==> src/rtl/mem_pkg.sv <==
// Shared data-memory definitions: funct3 codes, store-RMW FSM states, read-latency bounds.
package mem_pkg;

  localparam logic [2:0] LD_B  = 3'b000;
  localparam logic [2:0] LD_H  = 3'b001;
  localparam logic [2:0] LD_W  = 3'b010;
  localparam logic [2:0] LD_BU = 3'b100;
  localparam logic [2:0] LD_HU = 3'b101;

  localparam logic [2:0] ST_B  = 3'b000;
  localparam logic [2:0] ST_H  = 3'b001;
  localparam logic [2:0] ST_W  = 3'b010;

  localparam int unsigned RD_LAT_MIN = 1;
  localparam int unsigned RD_LAT_MAX = 3;
  localparam int unsigned LAT_CNT_W  = 2;

  typedef enum logic [1:0] {
    S_IDLE = 2'd0,
    S_RD   = 2'd1,
    S_WT   = 2'd2,
    S_WR   = 2'd3
  } rmw_state_e;

  // Misaligned sh/sw or a funct3 that is not a store.
  function automatic logic store_bad(input logic [2:0] f3, input logic [1:0] off);
    case (f3)
      ST_B:    store_bad = 1'b0;
      ST_H:    store_bad = off[0];
      ST_W:    store_bad = |off;
      default: store_bad = 1'b1;
    endcase
  endfunction

endpackage

==> src/rtl/lane_merge.sv <==
// Replaces the addressed byte/half of a read word with store data; sw passes store data through.
module lane_merge
  import mem_pkg::*;
(
  input  logic [31:0] rdata,
  input  logic [31:0] wdata,
  input  logic [2:0]  f3,
  input  logic [1:0]  off,
  output logic [31:0] merged
);

  always_comb begin
    merged = rdata;
    case (f3)
      ST_B:    merged[{off, 3'b000} +: 8]      = wdata[7:0];
      ST_H:    merged[{off[1], 4'b0000} +: 16] = wdata[15:0];
      default: merged = wdata;
    endcase
  end

endmodule

==> src/rtl/store_rmw_unit.sv <==
// Turns sb/sh/sw into whole-word RAM writes (sub-word stores via read-modify-write)
// and owns the RAM address mux, passing load addresses through when idle.
module store_rmw_unit
  import mem_pkg::*;
#(
  parameter int unsigned ADDR_W = 14,
  parameter int unsigned RD_LAT = 1
) (
  input  logic              clk,
  input  logic              rst_n,
  input  logic              st_valid,
  output logic              st_ready,
  input  logic [2:0]        st_type,
  input  logic [31:0]       st_addr,
  input  logic [31:0]       st_data,
  input  logic [31:0]       ld_addr,
  output logic              stall,
  output logic              st_done,
  output logic              st_err,
  output logic              mem_we,
  output logic [ADDR_W-1:0] mem_addr,
  output logic [31:0]       mem_wdata,
  input  logic [31:0]       mem_rdata
);

  rmw_state_e             state, state_n;
  logic [LAT_CNT_W-1:0]   cnt_q, cnt_n;
  logic [ADDR_W-1:0]      addr_q;
  logic [1:0]             off_q;
  logic [31:0]            data_q;
  logic [2:0]             type_q;
  logic                   err_q;
  logic                   accept_c, bad_c, go_c;
  logic [31:0]            merged;
  logic                   unused_bits;

  assign accept_c = (state == S_IDLE) && st_valid;
  assign bad_c    = store_bad(st_type, st_addr[1:0]);
  assign go_c     = accept_c && !bad_c;

  // Next-state: sw writes directly; sb/sh read, wait out RAM latency, then write.
  always_comb begin
    state_n = state;
    cnt_n   = cnt_q;
    case (state)
      S_IDLE: begin
        if (go_c) state_n = (st_type == ST_W) ? S_WR : S_RD;
      end
      S_RD: begin
        if (RD_LAT > 1) begin
          cnt_n   = LAT_CNT_W'(RD_LAT - 2);
          state_n = S_WT;
        end else begin
          state_n = S_WR;
        end
      end
      S_WT: begin
        if (cnt_q == '0) state_n = S_WR;
        else             cnt_n   = cnt_q - LAT_CNT_W'(1);
      end
      S_WR:    state_n = S_IDLE;
      default: state_n = S_IDLE;
    endcase
  end

  always_ff @(posedge clk or negedge rst_n) begin
    if (!rst_n) begin
      state    <= S_IDLE;
      cnt_q    <= '0;
      addr_q   <= '0;
      off_q    <= '0;
      data_q   <= '0;
      type_q   <= '0;
      err_q    <= 1'b0;
      st_ready <= 1'b1;
      mem_we   <= 1'b0;
      st_done  <= 1'b0;
    end else begin
      state    <= state_n;
      cnt_q    <= cnt_n;
      err_q    <= accept_c && bad_c;
      st_ready <= (state_n == S_IDLE);
      mem_we   <= (state_n == S_WR);
      st_done  <= (state_n == S_WR);
      if (go_c) begin
        addr_q <= st_addr[ADDR_W+1:2];
        off_q  <= st_addr[1:0];
        data_q <= st_data;
        type_q <= st_type;
      end
    end
  end

  lane_merge u_lane_merge (
    .rdata  (mem_rdata),
    .wdata  (data_q),
    .f3     (type_q),
    .off    (off_q),
    .merged (merged)
  );

  assign st_err    = err_q;
  // Stall must cover the accept cycle itself, so it cannot wait for the state register.
  assign stall     = (state != S_IDLE) || go_c;
  assign mem_addr  = (state == S_IDLE) ? ld_addr[ADDR_W+1:2] : addr_q;
  assign mem_wdata = (state == S_WR) ? merged : '0;

  assign unused_bits = ^{st_addr[31:ADDR_W+2], ld_addr[31:ADDR_W+2], ld_addr[1:0]};

endmodule

==> config.mk <==
export PLATFORM = sky130hd
export DESIGN_NAME = store_rmw_unit
export DESIGN_NICKNAME = d
export VERILOG_FILES = /design/src/rtl/mem_pkg.sv /design/src/rtl/lane_merge.sv /design/src/rtl/store_rmw_unit.sv
export SDC_FILE = /design/constraint.sdc
export NUM_CORES = 1
export LEC_CHECK = 0
export ABC_AREA = 1
export CAP_MARGIN = 20
export CORE_MARGIN = 5
export CORE_UTILIZATION = 41
export DETAILED_ROUTE_END_ITERATION = 16
export PLACE_DENSITY = 0.81
export SYNTH_ARGS = -nofsm -noshare
export SYNTH_HDL_FRONTEND = slang
export SYNTH_HIERARCHICAL = 1
export SYNTH_SLANG_ARGS = --single-unit
export TNS_END_PERCENT = 20
==> constraint.sdc <==
create_clock -name clk -period 2.1 [get_ports clk]
set_clock_uncertainty 0.2 [all_clocks]
set_input_delay 0.21 -clock clk [delete_from_list [all_inputs] [get_ports clk]]
set_output_delay 0.21 -clock clk [all_outputs]
set_load 0.005 [all_outputs]
==> metrics <==
status complete, but fails checks; CTS buffer count 9; Worst Path Required 1.69 ns; share of cells above drive strength 1 14.5%; total number of H-tree levels 3; initial antenna violation count 0; Die W between 100 and 150 um; placed insts 1127; WL/cell 14.0 um; clk slew on worst S/H paths 0.05 ns; CORE AREA approximately 11000 um^2; Seq pwr share 19.2%; Yosys reg bits 58; DIE AREA 13900 um^2; worst reg2reg path depth 10; CP Class reg -> out; num rows 39; Synth-to-Final Area Change 50.4%; most common cell after layout, fill and taps aside nand2_1; Clock Power Share 14.5%; clock root cell clkbuf_16; DR DRC count 0; Inserted Diodes 0; DR vias/cell 4.90; worst slew pin tran 0.318 ns; Placed Instance Area 6550 um^2; Sink Count 58; Critical R2R Capture data_q[14]; Period minus WS final 2.36 ns; nets 1162; die height 118 um; Slew Limit Fails 0; vias in the first global route 5490; critical-path maximum fanout 6; Peak Freq approximately 0.42 GHz; Routability Congestion 0.924; Mean Syn Cell Area 5.67 um^2; pin count of the biggest net entering global routing 59; Final Core Density 62.8%; sw frac between 40% and 50%; first-pass GRT wire length 25800 um; vias after detailed routing around 5700; Worst Path Arrival approximately 2.0 ns; Synth cell types 25; r2r setup slk ~0.18 ns; unrepaired setup endpoints after global routing true; post-synthesis sequential area ratio 30.4%; Worst slew margin 78.8%; final period utilization 112%; starting density of the core 41.8%; Routed Antenna Nets 0; drt initial violations 575; peak supply drop roughly 730 uV; CTS tree built; setup violators final 32; Finished Layout Cells 1165; worst min-delay path category in -> async; internal power around 0.0056 W; First-pass DRT Iterations 5; max cap viols 0; Mapped Cells 841; PortBufs 150; Syn Nets 986; post-synth top area cell dfrtp_1; leading post-synthesis cells by cell area dfrtp_1 30%, nand2_1 28%, nor2_1 13%, inv_1 9.9%, o21ai_0 3.3%; TNS Setup -3.26 ns; top cell type's share of synthesized area 29.9%; Global Route Usage Sum 22.3%; total wire length between 15000 and 20000 um; HPWL after DPL 11000 um; Mapped Area 4770 um^2; final instance area 7180 um^2; Ys Warns 6; Pleak 4.01 nW; worst slack at placement -0.222 ns; failing checks negative setup slack; Congestion Overflow GR 0; CTS max path bufs 2; final hold violation count 0; Ports 185; CP Capture Type primary output; PnR worst setup slack -0.257 ns; worst skew pair latency 0.32 ns; combinational share of power 66.3%; reg2reg start state[1]; most frequent cells in the layout 357 x nand2_1, 154 x nor2_1, 121 x inv_1, 102 x clkdlybuf4s50_1, 57 x dfrtp_1; Startpoint Class flop; pwr/cell area 1420 nW/um^2; Psw 0.00457 W
==> synth_stat cells, drive strengths merged <==
master	instances
a21oi	4
buf	35
clkbuf	9
dfrtp	57
dfstp	1
ha	11
inv	129
nand2	363
nand3	2
nand4	17
nor2	163
o21a	1
o21ai	47
o21bai	1
xor2	1
==> layer usage <==
layer	track usage (%)	vias up	wire length [um]
met2	35.7	307	7460
met3	6.73	62	1670
met4	12.3	0	817
li1	-	2826	-
met1	26.5	2508	6360
met5	0	-	0
==> critical path, cell delays in order (launching register included) <==
cell      delay (ns)
dfrtp_1         0.39
inv_2           0.13
ha_4            0.24
clkinv_4        0.06
buf_6           0.11
buf_12          0.10
nand4_1         0.13
nand2_1         0.13
nand2_1         0.05
nand2_1         0.05
nand2_1         0.07
inv_1           0.06
buf_2           0.10
==> kinds of logic (layout without fill, tap and decap cells) <==
kind of cell	count (synthesis)	in the layout	synth area share [%]
AOI/OAI and AO/OA	53	53	5.82
and+or+nand+nor	545	545	44.4
DFF	58	58	30.4
adders and majority gates	11	11	2.88
xor gates and xnor gates	1	1	0.184
buffers and inverters	173	354	16.3
==> how the worst max path moves through the flow <==
stage	cells after the start	slack, ns	startpoint	end
finish	12	-0.26	off_q[1]	mem_wdata[30]
global route	12	-0.36	off_q[1]	mem_wdata[30]
CTS	11	-0.25	off_q[0]	mem_wdata[28]
detailed placement	9	-0.22	off_q[0]	mem_wdata[20]
global placement	9	-0.21	off_q[0]	mem_wdata[16]
floorplan	12	0.009	off_q[1]	mem_wdata[2]
==> state kept, by name, summed over array words and instances (netlist names) <==
register,cells
addr_q,14
cnt_q,2
data_q,32
mem_we,1
off_q,2
st_err,1
st_ready,1
state,2
type_q,3
==> per-stage QoR <==
stage	hold WS [ns]	power, W
final	0.212	0.0102
after detailed placement	0.0381	0.00774
after floorplan	-0.286	0.00530
after global placement	0.0401	0.00765
after global routing	0.215	0.0110
after CTS	0.211	0.00982
==> power groups by stage <==
stage / Clock [W] / Combinational (W) / Sequential (W)
floorplan: 0 / 0.00345 / 0.00185
global placement: 0 / 0.00571 / 0.00194
detailed placement: 0 / 0.00579 / 0.00195
CTS: 0.00151 / 0.00638 / 0.00194
global route: 0.00156 / 0.00743 / 0.00201
finish: 0.00148 / 0.00674 / 0.00196
==> layout make-up <==
| cell class | instances | area [um^2] |
|---|---|---|
| Clock buffer | 12 | 256 |
| Clock inverter | 4 | 50.0 |
| Fill cell | 1043 | 4240 |
| Inverter | 129 | 494 |
| Multi-Input combinational cell | 610 | 2720 |
| Sequential cell | 58 | 1450 |
| Tap cell | 143 | 179 |
| Timing Repair Buffer | 209 | 2020 |
==> repair_timing <==
| action | in CTS | in global routing |
|---|---|---|
| pin swaps | 14 | 42 |
| setup endpoints to repair | 47 | 32 |
| cloned | 3 | 1 |
| gates resized for setup | 123 | 73 |
| hold endpoints to repair | 58 | 0 |
| hold buffers | 1 | 0 |
| buffers inserted | 14 | 3 |
(Power assumes the default switching activity.)
